[config.mk]
export PLATFORM = sky130hd
export DESIGN_NAME = ufpu_mc
export DESIGN_NICKNAME = d
export VERILOG_FILES = /design/src/rtl/ufpu_mc.sv
export SDC_FILE = /design/constraint.sdc
export NUM_CORES = 1
export LEC_CHECK = 0
export CAP_MARGIN = 10
export CORE_MARGIN = 2
export CORE_UTILIZATION = 45
export CTS_CLUSTER_DIAMETER = 100
export DETAILED_ROUTE_END_ITERATION = 7
export PLACE_DENSITY = 0.66
export SETUP_SLACK_MARGIN = 0.05
export SYNTH_ARGS = -nofsm -noshare
export SYNTH_HDL_FRONTEND = slang
export SYNTH_SLANG_ARGS = --single-unit
[constraint.sdc]
create_clock -name clk -period 10.09 [get_ports clk]
set_input_delay 3.027 -clock clk [delete_from_list [all_inputs] [get_ports clk]]
set_output_delay 3.027 -clock clk [all_outputs]
set_load 0.03 [all_outputs]
[src/rtl/ufpu_mc.sv]
// Multi-context bit-vector filter/policy unit: two-stage valid/ready pipeline with
// per-context round-robin / weighted round-robin state and a Galois LFSR for random pick.
module ufpu_mc #(
    parameter int         BIT_VEC_SIZE     = 8,
    parameter int         BIT_VEC_SIZE_LOG = 3,
    parameter int         VAL_W            = 16,
    parameter int         CTX              = 4,
    parameter int         CTX_LOG          = 2,
    parameter logic [7:0] LFSR_TAPS        = 8'hB8
) (
    input  logic                          clk,
    input  logic                          rst,
    input  logic [BIT_VEC_SIZE-1:0]       in,
    input  logic [BIT_VEC_SIZE*VAL_W-1:0] metric,
    input  logic                          valid_in,
    output logic                          ready_in,
    input  logic [2:0]                    opcode,
    input  logic [CTX_LOG-1:0]            ctx,
    input  logic [BIT_VEC_SIZE_LOG-1:0]   id,
    input  logic [VAL_W-1:0]              val,
    input  logic [2:0]                    pred_op,
    output logic [BIT_VEC_SIZE-1:0]       out,
    output logic                          valid_out,
    input  logic                          ready_out
);
    localparam int N = BIT_VEC_SIZE;
    localparam int L = BIT_VEC_SIZE_LOG;
    // The top L bits of the tap constant form the polynomial for an L-bit register.
    localparam logic [L-1:0] TAPS = LFSR_TAPS[7 -: L];

    logic                 adv;
    logic                 s1_valid_q, s1_valid_d;
    logic [N-1:0]         s1_in_q, s1_in_d;
    logic [N*VAL_W-1:0]   s1_metric_q, s1_metric_d;
    logic [2:0]           s1_op_q, s1_op_d;
    logic [CTX_LOG-1:0]   s1_ctx_q, s1_ctx_d;
    logic [L-1:0]         s1_id_q, s1_id_d;
    logic [VAL_W-1:0]     s1_val_q, s1_val_d;
    logic [2:0]           s1_pred_q, s1_pred_d;
    logic [N-1:0]         out_q, out_d;
    logic                 valid_out_q, valid_out_d;
    logic [L-1:0]         last_id_q [CTX];
    logic [L-1:0]         last_id_d [CTX];
    logic [VAL_W-1:0]     w_q [CTX];
    logic [VAL_W-1:0]     w_d [CTX];
    logic [L-1:0]         lfsr_q, lfsr_d;

    logic [L-1:0]         cur_last;
    logic [VAL_W-1:0]     cur_w;
    logic [VAL_W-1:0]     m_last;
    logic [VAL_W-1:0]     wt;
    logic [L-1:0]         sel;
    logic [L-1:0]         lfsr_step;

    // First set bit of v at or after s, wrapping: rotate right by s, then priority-encode.
    function automatic logic [L-1:0] scan_next(input logic [N-1:0] v, input logic [L-1:0] s);
        logic [N-1:0] rot;
        logic [L-1:0] p;
        rot = N'({v, v} >> s);
        p   = '0;
        for (int i = N - 1; i >= 0; i--) begin
            if (rot[i]) p = L'(i);
        end
        return s + p;
    endfunction

    function automatic logic [N-1:0] onehot(input logic [L-1:0] i);
        return N'(1) << i;
    endfunction

    function automatic logic pred_hit(input logic [VAL_W-1:0] m, input logic [VAL_W-1:0] v,
                                      input logic [2:0] op);
        case (op)
            3'b000:  return m < v;
            3'b001:  return m > v;
            3'b010:  return m <= v;
            3'b011:  return m >= v;
            3'b100:  return m == v;
            3'b101:  return m != v;
            default: return 1'b0;
        endcase
    endfunction

    assign adv       = !valid_out_q | ready_out;
    assign ready_in  = adv;
    assign out       = out_q;
    assign valid_out = valid_out_q;

    always_comb begin
        s1_valid_d  = s1_valid_q;
        s1_in_d     = s1_in_q;
        s1_metric_d = s1_metric_q;
        s1_op_d     = s1_op_q;
        s1_ctx_d    = s1_ctx_q;
        s1_id_d     = s1_id_q;
        s1_val_d    = s1_val_q;
        s1_pred_d   = s1_pred_q;
        out_d       = out_q;
        valid_out_d = valid_out_q;
        last_id_d   = last_id_q;
        w_d         = w_q;
        lfsr_d      = lfsr_q;
        sel         = '0;

        cur_last  = last_id_q[s1_ctx_q];
        cur_w     = w_q[s1_ctx_q];
        m_last    = s1_metric_q[cur_last*VAL_W +: VAL_W];
        wt        = (m_last == '0) ? VAL_W'(1) : m_last;
        lfsr_step = {1'b0, lfsr_q[L-1:1]} ^ (lfsr_q[0] ? TAPS : '0);

        if (adv) begin
            s1_valid_d  = valid_in;
            s1_in_d     = in;
            s1_metric_d = metric;
            s1_op_d     = opcode;
            s1_ctx_d    = ctx;
            s1_id_d     = id;
            s1_val_d    = val;
            s1_pred_d   = pred_op;
            valid_out_d = s1_valid_q;
            out_d       = '0;
            if (s1_valid_q) begin
                unique case (s1_op_q)
                    3'b000: out_d = s1_in_q;
                    3'b001: out_d = s1_in_q & onehot(s1_id_q);
                    3'b010: begin
                        for (int i = 0; i < N; i++) begin
                            out_d[i] = s1_in_q[i] &
                                pred_hit(s1_metric_q[i*VAL_W +: VAL_W], s1_val_q, s1_pred_q);
                        end
                    end
                    3'b011: out_d = s1_in_q & (~s1_in_q + N'(1));
                    3'b100: begin
                        if (|s1_in_q) begin
                            out_d  = onehot(scan_next(s1_in_q, lfsr_q));
                            lfsr_d = lfsr_step;
                        end
                    end
                    3'b101: begin
                        if (|s1_in_q) begin
                            if (s1_in_q[cur_last] && (cur_w < wt)) begin
                                out_d = onehot(cur_last);
                                w_d[s1_ctx_q] = (cur_w == '1) ? cur_w : cur_w + VAL_W'(1);
                            end else begin
                                sel = scan_next(s1_in_q, cur_last + L'(1));
                                out_d = onehot(sel);
                                last_id_d[s1_ctx_q] = sel;
                                w_d[s1_ctx_q] = VAL_W'(1);
                            end
                        end
                    end
                    3'b110: begin
                        if (|s1_in_q) begin
                            sel = scan_next(s1_in_q, cur_last + L'(1));
                            out_d = onehot(sel);
                            last_id_d[s1_ctx_q] = sel;
                        end
                    end
                    3'b111: out_d = '0;
                endcase
            end
        end
    end

    always_ff @(posedge clk) begin
        if (rst) begin
            valid_out_q <= 1'b0;
            out_q       <= '0;
            s1_valid_q  <= 1'b0;
            lfsr_q      <= L'(1);
            for (int c = 0; c < CTX; c++) begin
                last_id_q[c] <= '0;
                w_q[c]       <= '0;
            end
        end else begin
            valid_out_q <= valid_out_d;
            out_q       <= out_d;
            s1_valid_q  <= s1_valid_d;
            lfsr_q      <= lfsr_d;
            last_id_q   <= last_id_d;
            w_q         <= w_d;
        end
    end

    always_ff @(posedge clk) begin
        s1_in_q     <= s1_in_d;
        s1_metric_q <= s1_metric_d;
        s1_op_q     <= s1_op_d;
        s1_ctx_q    <= s1_ctx_d;
        s1_id_q     <= s1_id_d;
        s1_val_q    <= s1_val_d;
        s1_pred_q   <= s1_pred_d;
    end
endmodule

==> results.sh <==
export IMPL_r2r_setup_slack_ns=4.05
export IMPL_numCtsBuffers=28
export IMPL_core_mm2=0.0343
export IMPL_crit_top_cell="clkdlybuf4s50_1"
export IMPL_ir_drop_uv=136
export IMPL_endpoint_kind="output port"
export IMPL_grt_setup_unrepaired="false"
export IMPL_synth_common_cells="163 x edfxtp_1, 153 x ha_1, 126 x nand2_1"
export IMPL_grt_pass1_wl_um=69100
export IMPL_slew_violations=0
export IMPL_multiInputGateArea_mm2=0.00841
export IMPL_drc_errors=0
export IMPL_cts_tree="yes"
export IMPL_synth_simple_gate_area_share_pct=15.9
export IMPL_final_area_mm2=0.0186
export IMPL_grt_max_degree=93
export IMPL_synth_area_leaders="edfxtp_1 31%, ha_1 12%, dfxtp_1 11%"
export IMPL_ant_nets=0
export IMPL_fillerInstances=2936
export IMPL_synth_top_family_by_area="simple AND/OR/NAND/NOR gates"
export IMPL_critPathRequiredTime_ns=7.06
export IMPL_critPathKind="input pin to output port"
export IMPL_wirelength_um=45300
export IMPL_antenna_cells=0
export IMPL_synth_async_reset_ratio_pct=0
export IMPL_critPathLaunchType="input pin"
export IMPL_pre_cts_slack_ns=1.81
export IMPL_fin_nets=1921
export IMPL_yosysTopAreaCell="edfxtp_1"
export IMPL_die_x_um=190
export IMPL_synth_ff_type="edfxtp_1"
export IMPL_hold_depth=2
export IMPL_htreeDepth=1
export IMPL_clkTransAtPathRegs_ns=0.06
export IMPL_slowest_stage="clkdlybuf4s50_1"
export IMPL_critPathMaxStageDelay_ns=0.70
export IMPL_dp_hpwl_um=33900
export IMPL_synth_fp_nets=1774
export IMPL_synth_compound_area_share_pct=12.7
export IMPL_routed_top_layer="met5"
export IMPL_grt_pass1_vias=12100
export IMPL_post_cts_buffers=0
export IMPL_place_congestion=0.935
export IMPL_clock_skew_ns=0.0173
export IMPL_vias=12400
export IMPL_clock_root_buffer="clkbuf_16"
export IMPL_muxShareOfSynthArea_pct=11.6
export IMPL_die_area_mm2=0.0360
export IMPL_yosysWarnings=0
export IMPL_viasPerCell=5.96
export IMPL_area_delta_synth_final_pct=19.7
export IMPL_drv_cap=0
export IMPL_drive_gt1_share_pct=6.97
export IMPL_antenna_found_initial=1
export IMPL_worst_pin_slew_ns=1.10
export IMPL_yosys_area_top_type_share_pct=31.5
export IMPL_hold_viol=0
export IMPL_synthCells=1452
export IMPL_ys_types=73
export IMPL_met3_length_um=2860
export IMPL_numClockSinks=252
export IMPL_crit_fanout=40
export IMPL_leakagePower_uw=0.00687
export IMPL_synthAdderAreaFrac_pct=12.7
export IMPL_seq_area_mm2=0.00668
export IMPL_fin_crit_ns=8.23
export IMPL_syn_avg_cell_area_um2=10.7
export IMPL_r2r_end="out[2]$_SDFFE_PP0N_"
export IMPL_routed_wl_met2_um=20300
export IMPL_placed_area_mm2=0.0177
export IMPL_post_drt_wl_per_cell_um=21.8
export IMPL_portBuffers=176
export IMPL_drtPass1Iterations=5
export IMPL_io_pins=177
export IMPL_yosys_register_bits=252
export IMPL_syn_area_mm2=0.0155
export IMPL_timing_slew_headroom_pct=26.4
export IMPL_fin_util_pct=54.2
export IMPL_outcome="finished, final reports clean"
export IMPL_num_rows=68
export IMPL_hold_slack_ns=0.450
export IMPL_die_h_um=190
export IMPL_synth_edf_count=163
export IMPL_clk_latency_ns=0.58
export IMPL_finalSetupViolations=0
export IMPL_yosysSeqAreaShare_pct=43.0
export IMPL_hold_end="w_q[35]$_SDFFE_PP0P_"
export IMPL_clockBufferDepth=3
export IMPL_tns_ns=0
export IMPL_min_period_over_period_pct=81.6
export IMPL_synthXorXnorAreaFrac_pct=1.18
export IMPL_synth_most_common_cell="edfxtp_1"
export IMPL_cts_resized=0
export IMPL_wl_met1_um=19800
export IMPL_p_per_area_mw_per_mm2=141
export IMPL_reg2reg_depth=16
export IMPL_min_delay_path_class="flip-flop to flip-flop"
export IMPL_fmax_ghz=0.121
export IMPL_final_setup_worst_slack_ns=1.86
export IMPL_hold_buffers=0
export IMPL_worstHoldStart="w_q[35]$_SDFFE_PP0P_"
export IMPL_grt_ovfl_total=0
export IMPL_drtIter0Drc=1109
export IMPL_crit_chain="clkdlybuf4s50_1 -> nor2b_1 -> inv_6 -> clkdlybuf4s50_1"
export IMPL_rr_startpoint="s1_ctx_q[0]$_DFFE_PN_"
export IMPL_critPathArrivalTime_ns=5.21
export IMPL_grt_usage_pct=24.9
export IMPL_start_util_pct=45.3
==> cell usage in the layout (no fill, tap or decap), types with 14 or more instances in the layout <==
cell and n:
a21o_1 23, mux4_2 43, a22oi_1 20, nor4_1 14
dfxtp_1 89, nor2_1 74, or3_1 66, nand4_1 52
o21ai_0 51, a21oi_1 102, inv_1 43, ha_1 153
nand2b_1 23, nor3_1 22, nor2b_1 21, edfxtp_1 163
mux2i_1 83, o21a_1 15, nand3_1 31, clkdlybuf4s50_1 175
clkbuf_16 28, nand2_1 126
==> report_power, final <==
group / leakage [uW] / switching, uW / internal [uW]
sequential: 0.00242 / 58.3 / 1150
clock: 0.000440 / 426 / 598
combinational: 0.00400 / 201 / 180
==> layer usage <==
| metal | global-route usage, % | vias to the layer above |
|---|---|---|
| met1 | 33.4 | 5936 |
| met4 | 11.7 | 4 |
| met3 | 4.22 | 111 |
| li1 | - | 5875 |
| met2 | 39.2 | 437 |
| met5 | 0 | - |
==> critical path, delay by kind of cell <==
kind | cells | cell delay [ns]
simple gates | 1 | 0.69
buf+inv | 3 | 1.47
==> registers in the layout (all words and copies together), names as in the netlist <==
name,cells
s1_id_q,3
s1_valid_q,1
s1_val_q,16
s1_in_q,8
s1_ctx_q,2
valid_out,1
lfsr_q,3
s1_metric_q,128
out,8
last_id_q,12
w_q,64
s1_op_q,3
s1_pred_q,3
==> cells by family (layout without fill, tap and decap cells) <==
logic type	Yosys count	in the layout
XOR/XNOR	21	21
buffers and inverters	116	285
AO/OA/AOI/OAI	303	303
adder cells (fa/ha/maj)	157	157
AND/OR/NAND/NOR	476	476
multiplexers	127	127
flip-flops	252	252
==> stage by stage <==
step	instances	total power [uW]
after floorplan	1452	1430
after global placement	2024	1600
after detailed placement	2024	1610
after CTS	2076	2630
after global routing	2076	2720
final	2076	2610
==> area by class of cell <==
cell class	instances	area share, %
clock inverters	16	1.02
inverters	46	0.955
repair buffers	187	9.89
clock buffers	36	3.98
well taps	455	3.06
multi-input cells	1084	45.2
flip-flops and latches	252	35.9
==> worst max-delay path by stage <==
stage | start | end | slack [ns] | cells after the start
final | ready_out | ready_in | 1.86 | 4
after global routing | ready_out | ready_in | 1.66 | 4
after CTS | ready_out | ready_in | 1.81 | 4
after detailed placement | ready_out | ready_in | 1.81 | 4
after global placement | ready_out | ready_in | 1.87 | 4
after floorplan | ready_out | ready_in | 0.66 | 2
No activity file was read; power rests on OpenSTA's default activity.
